**src/rtl/net_pkg.sv**
```systemverilog
// Shared types and constants for the net inference core and its launcher.
package net_pkg;

  localparam int unsigned LANE_W = 32;

  localparam logic [LANE_W-1:0] FP_ZERO = 32'h0000_0000;
  localparam logic [LANE_W-1:0] FP_ONE  = 32'h3f80_0000;

  typedef enum logic [2:0] {
    IDLE,
    PRE,
    LAUNCH,
    RUN,
    HOLD
  } net_state_e;

endpackage

```
**src/rtl/net_sequencer_if.sv**
```systemverilog
// Vector input channel, result output channel and core handshake of net_sequencer.
interface net_sequencer_if #(
  parameter int unsigned I = 2,
  parameter int unsigned O = 1
);
  import net_pkg::*;

  localparam int unsigned XW = LANE_W * I;
  localparam int unsigned YW = LANE_W * O;

  logic          in_valid;
  logic          in_ready;
  logic [XW-1:0] in_x;
  logic          net_rst_n;
  logic          net_start;
  logic [XW-1:0] net_x;
  logic [YW-1:0] net_y;
  logic          net_done;
  logic          out_valid;
  logic          out_ready;
  logic [XW-1:0] out_x;
  logic [YW-1:0] out_y;
  logic          out_err;

  // master: host plus core side; slave: the sequencer itself
  modport master (
    output in_valid, in_x, out_ready, net_y, net_done,
    input  in_ready, net_rst_n, net_start, net_x, out_valid, out_x, out_y, out_err
  );

  modport slave (
    input  in_valid, in_x, out_ready, net_y, net_done,
    output in_ready, net_rst_n, net_start, net_x, out_valid, out_x, out_y, out_err
  );

endinterface

```
**src/rtl/net_seq_fifo.sv**
```systemverilog
// Synchronous FIFO for pending input vectors; head is read combinationally from storage.
module net_seq_fifo #(
  parameter int unsigned W     = 64,
  parameter int unsigned DEPTH = 4
) (
  input  logic         clk,
  input  logic         rst,
  input  logic         push,
  input  logic         pop,
  input  logic [W-1:0] din,
  output logic [W-1:0] head,
  output logic         full,
  output logic         empty
);

  localparam int unsigned AW = (DEPTH > 1) ? $clog2(DEPTH) : 1;
  localparam int unsigned CW = AW + 1;

  logic [W-1:0]  mem [DEPTH];
  logic [AW-1:0] wr_ptr;
  logic [AW-1:0] rd_ptr;
  logic [CW-1:0] count;
  logic          do_push;
  logic          do_pop;

  assign full    = (count == CW'(DEPTH));
  assign empty   = (count == '0);
  assign do_push = push & ~full;
  assign do_pop  = pop & ~empty;
  assign head    = mem[rd_ptr];

  // Power-of-two depth lets the pointers wrap naturally
  always_ff @(posedge clk) begin
    if (rst) begin
      wr_ptr <= '0;
      rd_ptr <= '0;
      count  <= '0;
    end else begin
      if (do_push) wr_ptr <= wr_ptr + AW'(1);
      if (do_pop)  rd_ptr <= rd_ptr + AW'(1);
      count <= count + CW'(do_push) - CW'(do_pop);
    end
  end

  always_ff @(posedge clk) begin
    if (do_push) mem[wr_ptr] <= din;
  end

endmodule

```
**src/rtl/net_sequencer.sv**
```systemverilog
// Launcher for the net core: queues vectors, sequences reset/start/done per vector.
// Optional RUN timeout watchdog compiled in with NET_SEQ_WATCHDOG_EN.
module net_sequencer
  import net_pkg::*;
#(
  parameter int unsigned I       = 2,
  parameter int unsigned O       = 1,
  parameter int unsigned DEPTH   = 4,
  parameter int unsigned RST_CYC = 5,
  parameter int unsigned TIMEOUT = 1024
) (
  input logic            clk,
  input logic            rst,
  net_sequencer_if.slave bus
);

  localparam int unsigned XW = LANE_W * I;
  localparam int unsigned YW = LANE_W * O;
  localparam int unsigned PW = (RST_CYC > 1) ? $clog2(RST_CYC) : 1;

  net_state_e    state;
  logic [PW-1:0] pre_cnt;
  logic          done_q;
  logic          rst_n_q;
  logic          start_q;
  logic          valid_q;
  logic          err_q;
  logic [XW-1:0] x_q;
  logic [XW-1:0] out_x_q;
  logic [YW-1:0] out_y_q;

  logic          push;
  logic          pre_last;
  logic          done_rise;
  logic          full;
  logic          empty;
  logic [XW-1:0] head;

  assign push      = bus.in_valid & bus.in_ready;
  assign pre_last  = (state == PRE) && (pre_cnt == PW'(RST_CYC - 1));
  assign done_rise = bus.net_done & ~done_q;

  assign bus.in_ready  = ~full & ~rst;
  assign bus.net_rst_n = rst_n_q;
  assign bus.net_start = start_q;
  assign bus.net_x     = x_q;
  assign bus.out_valid = valid_q;
  assign bus.out_x     = out_x_q;
  assign bus.out_y     = out_y_q;
  assign bus.out_err   = err_q;

  net_seq_fifo #(
    .W     (XW),
    .DEPTH (DEPTH)
  ) u_fifo (
    .clk   (clk),
    .rst   (rst),
    .push  (push),
    .pop   (pre_last),
    .din   (bus.in_x),
    .head  (head),
    .full  (full),
    .empty (empty)
  );

`ifdef NET_SEQ_WATCHDOG_EN
  localparam int unsigned WW = (TIMEOUT > 1) ? $clog2(TIMEOUT) : 1;
  logic [WW-1:0] wd_cnt;
  logic          wd_expired;
  assign wd_expired = (wd_cnt == WW'(TIMEOUT - 1));
`else
  logic unused_timeout;
  assign unused_timeout = ^TIMEOUT;
`endif

  // Sequencer FSM; every core-facing and result output is a register
  always_ff @(posedge clk) begin
    if (rst) begin
      state   <= IDLE;
      pre_cnt <= '0;
      done_q  <= 1'b0;
      rst_n_q <= 1'b0;
      start_q <= 1'b0;
      valid_q <= 1'b0;
      err_q   <= 1'b0;
      x_q     <= '0;
      out_x_q <= '0;
      out_y_q <= '0;
`ifdef NET_SEQ_WATCHDOG_EN
      wd_cnt  <= '0;
`endif
    end else begin
      done_q  <= bus.net_done;
      start_q <= 1'b0;
      case (state)
        IDLE: begin
          if (!empty) begin
            state   <= PRE;
            pre_cnt <= '0;
          end
        end
        PRE: begin
          if (pre_last) begin
            state   <= LAUNCH;
            start_q <= 1'b1;
            x_q     <= head;
          end else begin
            pre_cnt <= pre_cnt + PW'(1);
          end
        end
        LAUNCH: begin
          state   <= RUN;
          rst_n_q <= 1'b1;
`ifdef NET_SEQ_WATCHDOG_EN
          wd_cnt  <= '0;
`endif
        end
        RUN: begin
          // A done edge takes priority over a simultaneous timeout
          if (done_rise) begin
            state   <= HOLD;
            rst_n_q <= 1'b0;
            valid_q <= 1'b1;
            out_x_q <= x_q;
            out_y_q <= bus.net_y;
            err_q   <= 1'b0;
          end
`ifdef NET_SEQ_WATCHDOG_EN
          else if (wd_expired) begin
            state   <= HOLD;
            rst_n_q <= 1'b0;
            valid_q <= 1'b1;
            out_x_q <= x_q;
            out_y_q <= '0;
            err_q   <= 1'b1;
          end else begin
            wd_cnt <= wd_cnt + WW'(1);
          end
`endif
        end
        HOLD: begin
          if (bus.out_ready) begin
            valid_q <= 1'b0;
            pre_cnt <= '0;
            state   <= empty ? IDLE : PRE;
          end
        end
        default: state <= IDLE;
      endcase
    end
  end

endmodule

```
**src/flat_wrapper.sv**
```systemverilog
// flat-port wrapper written by rule: the top's interface ports become plain ports
module net_sequencer_flat import net_pkg::*;
#(
  parameter int unsigned I       = 2,
  parameter int unsigned O       = 1,
  parameter int unsigned DEPTH   = 4,
  parameter int unsigned RST_CYC = 5,
  parameter int unsigned TIMEOUT = 1024
)
  (clk, rst, bus_in_valid, bus_in_x, bus_out_ready, bus_net_y, bus_net_done, bus_in_ready, bus_net_rst_n, bus_net_start, bus_net_x, bus_out_valid, bus_out_x, bus_out_y, bus_out_err);
  net_sequencer_if #(.I(I), .O(O)) bus_i ();
  input logic clk;
  input logic rst;
  input wire logic [$bits(bus_i.in_valid)-1:0] bus_in_valid;
  input wire logic [$bits(bus_i.in_x)-1:0] bus_in_x;
  input wire logic [$bits(bus_i.out_ready)-1:0] bus_out_ready;
  input wire logic [$bits(bus_i.net_y)-1:0] bus_net_y;
  input wire logic [$bits(bus_i.net_done)-1:0] bus_net_done;
  output wire logic [$bits(bus_i.in_ready)-1:0] bus_in_ready;
  output wire logic [$bits(bus_i.net_rst_n)-1:0] bus_net_rst_n;
  output wire logic [$bits(bus_i.net_start)-1:0] bus_net_start;
  output wire logic [$bits(bus_i.net_x)-1:0] bus_net_x;
  output wire logic [$bits(bus_i.out_valid)-1:0] bus_out_valid;
  output wire logic [$bits(bus_i.out_x)-1:0] bus_out_x;
  output wire logic [$bits(bus_i.out_y)-1:0] bus_out_y;
  output wire logic [$bits(bus_i.out_err)-1:0] bus_out_err;
  assign bus_i.in_valid = bus_in_valid;
  assign bus_i.in_x = bus_in_x;
  assign bus_i.out_ready = bus_out_ready;
  assign bus_i.net_y = bus_net_y;
  assign bus_i.net_done = bus_net_done;
  assign bus_in_ready = bus_i.in_ready;
  assign bus_net_rst_n = bus_i.net_rst_n;
  assign bus_net_start = bus_i.net_start;
  assign bus_net_x = bus_i.net_x;
  assign bus_out_valid = bus_i.out_valid;
  assign bus_out_x = bus_i.out_x;
  assign bus_out_y = bus_i.out_y;
  assign bus_out_err = bus_i.out_err;
  net_sequencer #(.I(I), .O(O), .DEPTH(DEPTH), .RST_CYC(RST_CYC), .TIMEOUT(TIMEOUT)) u_core (.clk(clk), .rst(rst), .bus(bus_i));
endmodule
```
**config.mk**
```make
export PLATFORM = sky130hd
export DESIGN_NAME = net_sequencer_flat
export DESIGN_NICKNAME = d
export VERILOG_FILES = /design/src/rtl/net_pkg.sv /design/src/rtl/net_sequencer_if.sv /design/src/rtl/net_seq_fifo.sv /design/src/rtl/net_sequencer.sv /design/src/flat_wrapper.sv
export SDC_FILE = /design/constraint.sdc
export NUM_CORES = 1
export LEC_CHECK = 0
export ABC_AREA = 1
export BUFFER_PORTS_ARGS = -buffer_cell sky130_fd_sc_hd__buf_4
export CORE_MARGIN = 4
export CORE_UTILIZATION = 45
export DETAILED_ROUTE_END_ITERATION = 12
export PLACE_DENSITY = 0.69
export SETUP_SLACK_MARGIN = 0.15
export SLEW_MARGIN = 10
export SYNTH_ARGS = -nofsm -noshare
export SYNTH_HDL_FRONTEND = slang
export SYNTH_SLANG_ARGS = --single-unit
export TNS_END_PERCENT = 100
```
**constraint.sdc**
```tcl
create_clock -name clk -period 4.83 [get_ports clk]
set_input_delay 0.966 -clock clk [delete_from_list [all_inputs] [get_ports clk]]
set_output_delay 0.966 -clock clk [all_outputs]
set_load 0.02 [all_outputs]
```
# After elaboration in Yosys (flattened, before gate mapping)
# Memory sizes are Yosys's and may differ from the RTL's. A register that Yosys moved wholly into a read port is not among the register bits.
# Index checks and enable logic that the tools add are counted.
[op_classes]
bitwise_logic = 10
addsub = 5
n_reduce_logical = 13
eq_ne = 11
muxes = 18
[op_table]
columns = ["operator", "n"]
rows = [
  ["$mux 3", 7],
  ["$pmux 3 s5", 1],
  ["$eq 3x3->1 const B", 3],
  ["$pmux 3 s3", 1],
  ["$ne 2x2->1 const B", 4],
  ["$reduce_and 4->1", 2],
  ["$mux 1", 7],
  ["$eq 3x2->1 const B", 2],
  ["$logic_not 3->1", 2],
  ["$reduce_and 2->1", 3],
  ["$and 1x1->1", 5],
  ["$not 1->1", 5],
  ["$add 2x1->2 const B", 2],
  ["$pmux 1 s2", 2],
  ["$reduce_bool 2->1", 2],
  ["$add 3x1->3", 1],
  ["$add 3x1->3 const B", 1],
  ["$eq 3x1->1 const B", 1],
  ["$reduce_and 3->1", 1],
  ["$reduce_bool 3->1", 1],
  ["$sub 3x1->3", 1],
  ["$ne 2x1->1 const B", 1],
  ["$reduce_or 2->1", 1],
  ["$logic_and 1x1->1", 1],
]
[totals]
register_bits = 113
out_inout_bits = 165
memories = 1
ramBits = 256
wordCells = 69
[memory_table]
columns = ["memory", "depth", "word_bits", "read_ports", "rd_clocked_by_memory_dff", "wr", "line", "source"]
rows = [
  ["u_core.u_fifo.mem", 4, 64, 1, 1, 1, "net_seq_fifo.sv:19", "logic [W-1:0] mem [DEPTH];"],
]

# Depth between registers and ports, before layout
# Gate-level depths: netlist (run 1).
[depth]
depth_word = 7
ltp_mapped = 15

# Modules after synthesis
# From an unflattened synthesis (run 1), not the netlist that was laid out.
[hier_totals]
hier_cells = 1463
hier_area_um2 = 15974.1
[by_module_without_submodules]
columns = ["mod", "instances", "seq_area_each_um2", "area_each_um2", "cells_each"]
rows = [
  ["net_seq_fifo", 1, 7867.5, 9980.8, 688],
  ["net_sequencer", 1, 3403.3, 5993.2, 775],
]

# Least setup slack after synthesis (run 1)
# OpenSTA, ideal clock, no wires.
[synth_path]
path_type = "input port to flip-flop"
from = "input rst"
to = "memory u_core.u_fifo.mem[0][0] (enable)"
cell_stages = 4
arrival_ns = 4.320
path_slack_ns = 0.023
setup_ns = 0.487
required_ns = 4.343
cell_sequence = "inv_1 clkbuf_1 nand3_1 nor2_1"
[synth_via]
elab_chain_len = 6
[synth_lines]
columns = ["element", "line", "source"]
rows = [
  ["start: declaration", "flat_wrapper.sv:13", "input logic rst;"],
  ["$not 1->1", "net_sequencer.sv:43", "assign bus.in_ready = ~full & ~rst;"],
  ["$and 1x1->1", "net_sequencer.sv:43", ""],
  ["$and 1x1->1", "net_sequencer.sv:39", "assign push = bus.in_valid & bus.in_ready;"],
  ["$and 1x1->1", "net_seq_fifo.sv:28", "assign do_push = push & ~full;"],
  ["$mux 1", "net_seq_fifo.sv:46", "if (do_push) mem[wr_ptr] <= din;"],
  ["$mux 1 (not written as such)", "net_seq_fifo.sv:46", ""],
  ["end: declaration", "net_seq_fifo.sv:19", ""],
]
# Every way passes these cells.

# Worst setup path after layout (run 1)
[layout_path]
from = "register u_core.pre_cnt[0]"
to = "register u_core.u_fifo.count[2]"
[layout_via]
elab_chain_len = 4
[layout_lines]
columns = ["element", "line", "source"]
rows = [
  ["start: declaration", "net_sequencer.sv:22", "logic [PW-1:0] pre_cnt;"],
  ["start signal: assignment", "net_sequencer.sv:108", "pre_cnt <= pre_cnt + PW'(1);"],
  ["$eq 3x3->1", "net_sequencer.sv:40", "assign pre_last = (state == PRE) && (pre_cnt == PW'(RST_CYC - 1));"],
  ["$logic_and 1x1->1", "net_sequencer.sv:40", ""],
  ["$and 1x1->1", "net_seq_fifo.sv:29", "assign do_pop = pop & ~empty;"],
  ["net u_core.u_fifo.do_pop", "net_seq_fifo.sv:24", "logic do_pop;"],
  ["$sub 3x1->3", "net_seq_fifo.sv:41", "count <= count + CW'(do_push) - CW'(do_pop);"],
  ["end signal: assignment", "net_seq_fifo.sv:41", ""],
  ["end: declaration", "net_seq_fifo.sv:22", "logic [CW-1:0] count;"],
]
# The timed path passes the listed nets, and every way through them passes these cells.
# A chain may end at the register's enable or synchronous reset.

==> flow_metrics.env, run 1 <==
export IMPL_grt_total_usage=0.191
export IMPL_path_common_cell="inv_1"
export IMPL_die_height_um=195
export IMPL_holdPathEnd="u_core.bus.net_rst_n"
export IMPL_dr_pass1_iters=5
export IMPL_layout_drive_gt1_share=0.215
export IMPL_slew_headroom=0.223
export IMPL_r2r_cells=15
export IMPL_worstSetupPathType="reg2reg"
export IMPL_reg2reg_from="u_core.pre_cnt[0]"
export IMPL_cts_root_buf="clkbuf_16"
export IMPL_slowest_delay_ns=0.45
export IMPL_io_pins=266
export IMPL_hold_path_class="reg2reg"
export IMPL_fin_worst_skew_ns=0.0226
export IMPL_hold_start="u_core.bus.net_rst_n"
export IMPL_synth_warning_count=0
export IMPL_slew_violations=0
export IMPL_synth_fp_nets=1550
export IMPL_p_per_area_mw_per_mm2=399
export IMPL_worstPathArrival_ns=3.43
export IMPL_min_path_cells=2
export IMPL_synth_largest_area_cell="edfxtp_1"
export IMPL_drt_initial_drc_count=712
export IMPL_critical_path_top_delay_family="adder cells"
export IMPL_grt_pass1_vias=10771
export IMPL_htree_levels=2
export IMPL_die_w_um=195
export IMPL_nets=1782
export IMPL_end_kind="flip-flop"
export IMPL_finalWirelength_um=38000
export IMPL_crit_path_max_fanout=51
export IMPL_cts_sinks=433
export IMPL_setup_violations=0
export IMPL_vdd_drop_max_mv=0.262
export IMPL_cts_buffers_inserted=45
export IMPL_ant_nets=0
export IMPL_grt_pass1_wl_um=59100
export IMPL_ys_ff_latch=433
export IMPL_drv_cap=0
export IMPL_syn_avg_cell_area_sq_um=10.9
export IMPL_area_growth_pct=24.6
export IMPL_crit_chain="inv_1 > ha_1 > nand2_1 > nor2_4 > buf_4 > nand2_1 > inv_1 > ha_1 > inv_1 > ha_1 > inv_1 > fa_1 > xnor2_1 > o21ai_0 > a21oi_1"
export IMPL_antenna_found_initial=2
export IMPL_setup_tns_ns=0
export IMPL_status="complete, no violations"
export IMPL_portBuffers=264
export IMPL_vias_per_cell=5.16
export IMPL_syn_area_sq_mm=0.0158
export IMPL_async_reset_ff_frac=0
export IMPL_start_kind="flip-flop"
export IMPL_drc=0
export IMPL_fmax_mhz=336
export IMPL_rows=68
export IMPL_ctsResizeCount=0
export IMPL_setup_ws_ns=1.85
export IMPL_clkLatencyLatePin_ns=0.55
export IMPL_ff2ff_setup_slack_ns=1.85
export IMPL_synth_edf_count=256
export IMPL_grt_start_max_net_pins=113
export IMPL_cp_slowest_cell="buf_4"
export IMPL_power_mw=7.83
export IMPL_worst_slew_pin_slew_ns=1.17
export IMPL_synth_area_leaders="edfxtp_1, dfxtp_1, nor2_1"
export IMPL_ys_seq_area_frac=0.712
export IMPL_fp_dieArea_sq_mm=0.0381
export IMPL_required_ns=5.29
export IMPL_place_congestion=0.788
export IMPL_cts_max_path_buffers=3
export IMPL_hpwl_um=22000
export IMPL_min_period_ns=2.98
export IMPL_p_leak_nw=7.89
export IMPL_synth_cell_type_count=28
export IMPL_syn_inst=1440
export IMPL_start_util=0.456
export IMPL_post_drt_wl_per_cell_um=17.5
export IMPL_final_util=0.568
export IMPL_hold_buffers=0
export IMPL_cts_tree="done"
export IMPL_synthFlopType="edfxtp_1"
export IMPL_path_buf_inv=5
export IMPL_r2r_end="u_core.u_fifo.count[2]"
export IMPL_fin_crit_sh=0.616
export IMPL_core_sq_mm=0.0345
export IMPL_finalHoldViolCount=0
export IMPL_netlist_area_leader_share=0.488
export IMPL_vias=11182
export IMPL_post_cts_buffers=0
export IMPL_place_ws_ns=1.47
export IMPL_grt_ovfl_total=0
export IMPL_rsz0062_at_grt="no"
export IMPL_clkSlewWorstSetupHoldPaths_ns=0.06
where the power goes:
group,internal [mW],switching (mW)
combinational,0.123,0.199
clock,2.10,1.39
sequential,3.99,0.0296
total,6.21,1.62
state kept, by name (all words and copies together), names as in the netlist:
name                  cells
u_core.u_fifo.mem       256
u_core.bus.net_x         64
u_core.u_fifo.rd_ptr      2
u_core.pre_cnt            3
u_core.state              3
u_core.u_fifo.count       3
u_core.done_q             1
u_core.bus.out_valid      1
u_core.u_fifo.wr_ptr      2
u_core.bus.net_rst_n      1
u_core.bus.out_x         64
u_core.bus.out_y         32
u_core.bus.net_start      1
worst register-to-register path, delay by kind of cell (launching register included):
| kind | cells | cell delay, ns |
|---|---|---|
| simple gates | 3 | 0.44 |
| xor+xnor | 1 | 0.20 |
| flops | 1 | 0.32 |
| compound gates | 2 | 0.30 |
| buf+inv | 5 | 0.75 |
| fa+ha+maj | 4 | 0.90 |
cell usage after synthesis, types with 2 or more instances:
master and number:
a21oi_1 10, a31oi_1 65, buf_1 10, buf_2 29, buf_4 3, clkbuf_1 53, dfxtp_1 177, edfxtp_1 256
ha_1 8, inv_1 24, inv_2 3, nand2_1 16, nand3_1 8, nand3_2 2, nand3b_1 2, nor2_1 469
o21ai_0 284, o21ai_1 10, xnor2_1 2
area by class of cell:
type	count	area (sq um)
sequential	433	11200
multi-input combinational	884	4050
timing repair buffer	281	2130
fill	2854	14900
clock inverter	20	230
inverter	27	108
tap	455	569
clock buffer	64	1300
antenna	2	5.00
placed cells by master, fill, tap and decap left out, drive strengths merged, types with 10 or more instances in the layout:
cell    instances
o21ai         294
clkinv         13
a31oi          65
nand2          16
buf           281
clkbuf         64
dfxtp         177
a21oi          11
inv            27
edfxtp        256
nor2          470
nand3          10
metrics by stage:
stage	std cells	hold WS (ns)	cell area [sq um]
finish	2166	0.466	19600
global route	2166	0.510	19600
CTS	2164	0.468	19600
detailed placement	2080	0.461	18100
global placement	2080	0.460	18100
floorplan	1440	0.464	15800
worst max-delay path by stage:
stage,depth (start not counted),to,slack (ns),from
global route,15,u_core.u_fifo.count[2],1.56,u_core.pre_cnt[0]
floorplan,4,u_core.u_fifo.mem[0][0],0.02,rst
detailed placement,12,u_core.u_fifo.count[2],1.47,rst
CTS,15,u_core.u_fifo.count[2],1.83,u_core.pre_cnt[0]
global placement,12,u_core.u_fifo.count[2],1.49,rst
finish,15,u_core.u_fifo.count[2],1.85,u_core.pre_cnt[0]
routing by layer:
metal  track usage  vias up  share of wire
li1              -     5443              -
met1         0.252     5343           0.43
met2         0.324      348           0.48
met3        0.0354       48          0.065
met4        0.0538        0          0.021
met5             0        -              0
kinds of logic after synthesis:
logic type	after synthesis	share of synthesized area
and+or+nand+nor	501	0.122
DFF	433	0.712
AOI/OAI and AO/OA	371	0.123
buffers and inverters	123	0.0328
adders and majority gates	9	0.00762
xor gates and xnor gates	2	0.00111
other	1	0.000238
(Power assumes the default switching activity.)
==> inputs of run 2 (changes only) <==
--- a/config.mk
+++ b/config.mk
@@ -5,12 +5,12 @@
 export SDC_FILE = /design/constraint.sdc
 export NUM_CORES = 1
 export LEC_CHECK = 0
-export ABC_AREA = 1
+export ABC_AREA = 0
 export BUFFER_PORTS_ARGS = -buffer_cell sky130_fd_sc_hd__buf_4
 export CORE_MARGIN = 4
 export CORE_UTILIZATION = 45
 export DETAILED_ROUTE_END_ITERATION = 12
-export PLACE_DENSITY = 0.69
+export PLACE_DENSITY = 0.66
 export SETUP_SLACK_MARGIN = 0.15
 export SLEW_MARGIN = 10
 export SYNTH_ARGS = -nofsm -noshare
==> constraint.sdc (replaced) <==
create_clock -name clk -period 2.9 [get_ports clk]
set_input_delay 0.58 -clock clk [delete_from_list [all_inputs] [get_ports clk]]
set_output_delay 0.58 -clock clk [all_outputs]
set_load 0.02 [all_outputs]
==> flow_metrics.env, run 2 <==
export IMPL_worstPathArrival_ns=2.92
export IMPL_cts_root_buf="clkbuf_16"
export IMPL_cts_tree="done"
export IMPL_dr_pass1_iters=4
export IMPL_vias=8993
export IMPL_area_growth_pct=24.9
export IMPL_setup_tns_ns=0
export IMPL_slew_violations=0
export IMPL_die_w_um=193
export IMPL_finalWirelength_um=33900
export IMPL_hold_start="bus_in_x[25]"
export IMPL_min_period_ns=2.54
export IMPL_synth_cell_type_count=40
export IMPL_htree_levels=2
export IMPL_post_cts_buffers=0
export IMPL_mostFrequentLayoutCell="buf_4"
export IMPL_crit_path_max_fanout=6
export IMPL_hold_path_class="in2reg"
export IMPL_min_path_cells=1
export IMPL_fp_dieArea_sq_mm=0.0372
export IMPL_drc=0
export IMPL_grt_ovfl_total=0
export IMPL_synth_warning_count=0
export IMPL_slowest_delay_ns=0.40
export IMPL_ys_ff_latch=433
export IMPL_ant_nets=0
export IMPL_crit_chain="inv_1 > ha_1 > and3_1 > nand3_1 > inv_1 > ha_1 > inv_1 > ha_1 > inv_1 > fa_1 > xor2_1 > xnor2_1 > nor2_1"
export IMPL_post_drt_wl_per_cell_um=19.4
export IMPL_p_leak_nw=6.87
export IMPL_ctsResizeCount=0
export IMPL_fmax_mhz=394
export IMPL_synth_largest_area_cell="edfxtp_1"
export IMPL_grt_pass1_vias=9000
export IMPL_required_ns=3.28
export IMPL_drv_cap=0
export IMPL_grt_total_usage=0.177
export IMPL_portBuffers=264
export IMPL_setup_violations=0
export IMPL_final_cell_mix="buf_4, edfxtp_1, nand2_1"
export IMPL_status="complete, no violations"
export IMPL_layout_drive_gt1_share=0.321
export IMPL_finalHoldViolCount=0
export IMPL_rows=67
export IMPL_clkSlewWorstSetupHoldPaths_ns=0.06
export IMPL_p_per_area_mw_per_mm2=640
export IMPL_drt_initial_drc_count=476
export IMPL_synth_edf_count=256
export IMPL_hold_buffers=0
export IMPL_reg2reg_from="u_core.pre_cnt[0]"
export IMPL_worst_slew_pin_slew_ns=1.07
export IMPL_clkLatencyLatePin_ns=0.52
export IMPL_antenna_found_initial=0
export IMPL_core_sq_mm=0.0336
export IMPL_io_pins=266
export IMPL_worstSetupPathType="reg2reg"
export IMPL_end_kind="flip-flop"
export IMPL_synth_area_leaders="edfxtp_1, dfxtp_1, mux4_2"
export IMPL_vdd_drop_max_mv=0.511
export IMPL_netlist_area_leader_share=0.499
export IMPL_syn_area_sq_mm=0.0154
export IMPL_hpwl_um=21300
export IMPL_slew_headroom=0.288
export IMPL_vias_per_cell=5.14
export IMPL_fin_hold_ws_ns=0.255
export IMPL_ys_seq_area_frac=0.730
export IMPL_cp_slowest_cell="fa_1"
export IMPL_layout_cells_non_filler=1749
export IMPL_n_antenna_cell=0
export IMPL_critical_path_top_delay_family="adder cells"
export IMPL_path_common_cell="inv_1"
export IMPL_largest_reg_flops=256
export IMPL_ff2ff_setup_slack_ns=0.36
export IMPL_r2r_cells=13
export IMPL_cts_sinks=433
export IMPL_syn_inst=1004
export IMPL_regMostFlops="u_core.u_fifo.mem"
export IMPL_nets=1378
export IMPL_cts_buffers_inserted=43
export IMPL_syn_avg_cell_area_sq_um=15.3
export IMPL_fin_crit_sh=0.874
export IMPL_synth_fp_nets=1114
export IMPL_grt_start_max_net_pins=71
export IMPL_place_congestion=0.752
export IMPL_die_height_um=193
export IMPL_yosysMostFrequentCell="edfxtp_1"
export IMPL_holdPathEnd="u_core.u_fifo.mem[2][25]"
export IMPL_async_reset_ff_frac=0
export IMPL_path_buf_inv=4
export IMPL_synthFlopType="edfxtp_1"
export IMPL_start_kind="flip-flop"
export IMPL_rsz0062_at_grt="no"
export IMPL_start_util=0.458
export IMPL_yosys_top_cells_count="edfxtp_1, nand2_1, dfxtp_1"
export IMPL_dpl_cell_count=1671
export IMPL_grt_pass1_wl_um=51400
export IMPL_fin_worst_skew_ns=0.0194
export IMPL_cts_max_path_buffers=3
export IMPL_r2r_end="u_core.u_fifo.count[2]"
run 2: changes by cell type after synthesis, sizes merged, moves of 26 or more:
cell    before  now
a31oi       65    2
clkbuf      53   27
a21oi       11  101
nand2       16  201
a22o         0   64
o21ai      294    3
nor2       470   17
mux4         0   64
run 2: worst reg2reg max path, delay by kind of cell, from the launching register on:
kind / cells / cell delay, ns
fa+ha+maj: 4 / 1.00
simple gates: 3 / 0.47
flops: 1 / 0.39
xor+xnor: 2 / 0.33
buf+inv: 4 / 0.22
run 2: area by class of cell:
class / count / area, sq um
clock inverter: 14 / 104
multi-input combinational: 497 / 3790
fill: 2680 / 14400
inverter: 10 / 37.5
sequential: 433 / 11200
tap: 448 / 561
timing repair buffer: 283 / 2270
clock buffer: 64 / 1220
run 2: worst max-delay path by stage:
stage                            startpoint                      to  depth (start not counted)
after global routing      u_core.pre_cnt[0]  u_core.u_fifo.count[2]                         13
after floorplan                         rst  u_core.u_fifo.count[2]                         11
after CTS                 u_core.pre_cnt[0]  u_core.u_fifo.count[2]                         13
after global placement    u_core.pre_cnt[0]  u_core.u_fifo.count[2]                         13
after detailed placement  u_core.pre_cnt[0]  u_core.u_fifo.count[2]                         13
final                     u_core.pre_cnt[0]  u_core.u_fifo.count[2]                         13
run 2: through the flow:
stage	total power [mW]	setup WS (ns)	util	area [sq um]
global placement	7.24	0.463	0.533	17900
finish	12.3	0.365	0.572	19200
detailed placement	7.25	0.357	0.533	17900
floorplan	7.01	0.407	-	15400
CTS	12.4	0.346	0.572	19200
global route	12.7	0.160	0.572	19200
run 2: routing by layer:
| layer | vias to the layer above | part of all wire | global-route usage |
|---|---|---|---|
| li1 | 4262 | - | - |
| met1 | 4443 | 0.42 | 0.236 |
| met3 | 35 | 0.066 | 0.0353 |
| met2 | 253 | 0.50 | 0.306 |
| met5 | - | 0 | 0 |
| met4 | 0 | 0.013 | 0.0373 |
run 2: logic make-up after synthesis:
logic type,Yosys count,synth area share
buffers and inverters,74,0.0259
flip-flops,433,0.730
adder cells (fa/ha/maj),9,0.00780
XOR/XNOR,5,0.00285
multiplexers,64,0.0936
AND/OR/NAND/NOR,240,0.0633
AO/OA/AOI/OAI,178,0.0766
other,1,0.000244
run 2: power by group:
part	switching, mW	leakage, nW	internal, mW
combinational	0.237	2.49	0.203
clock	2.18	0.633	3.00
sequential	0.0367	3.75	6.64
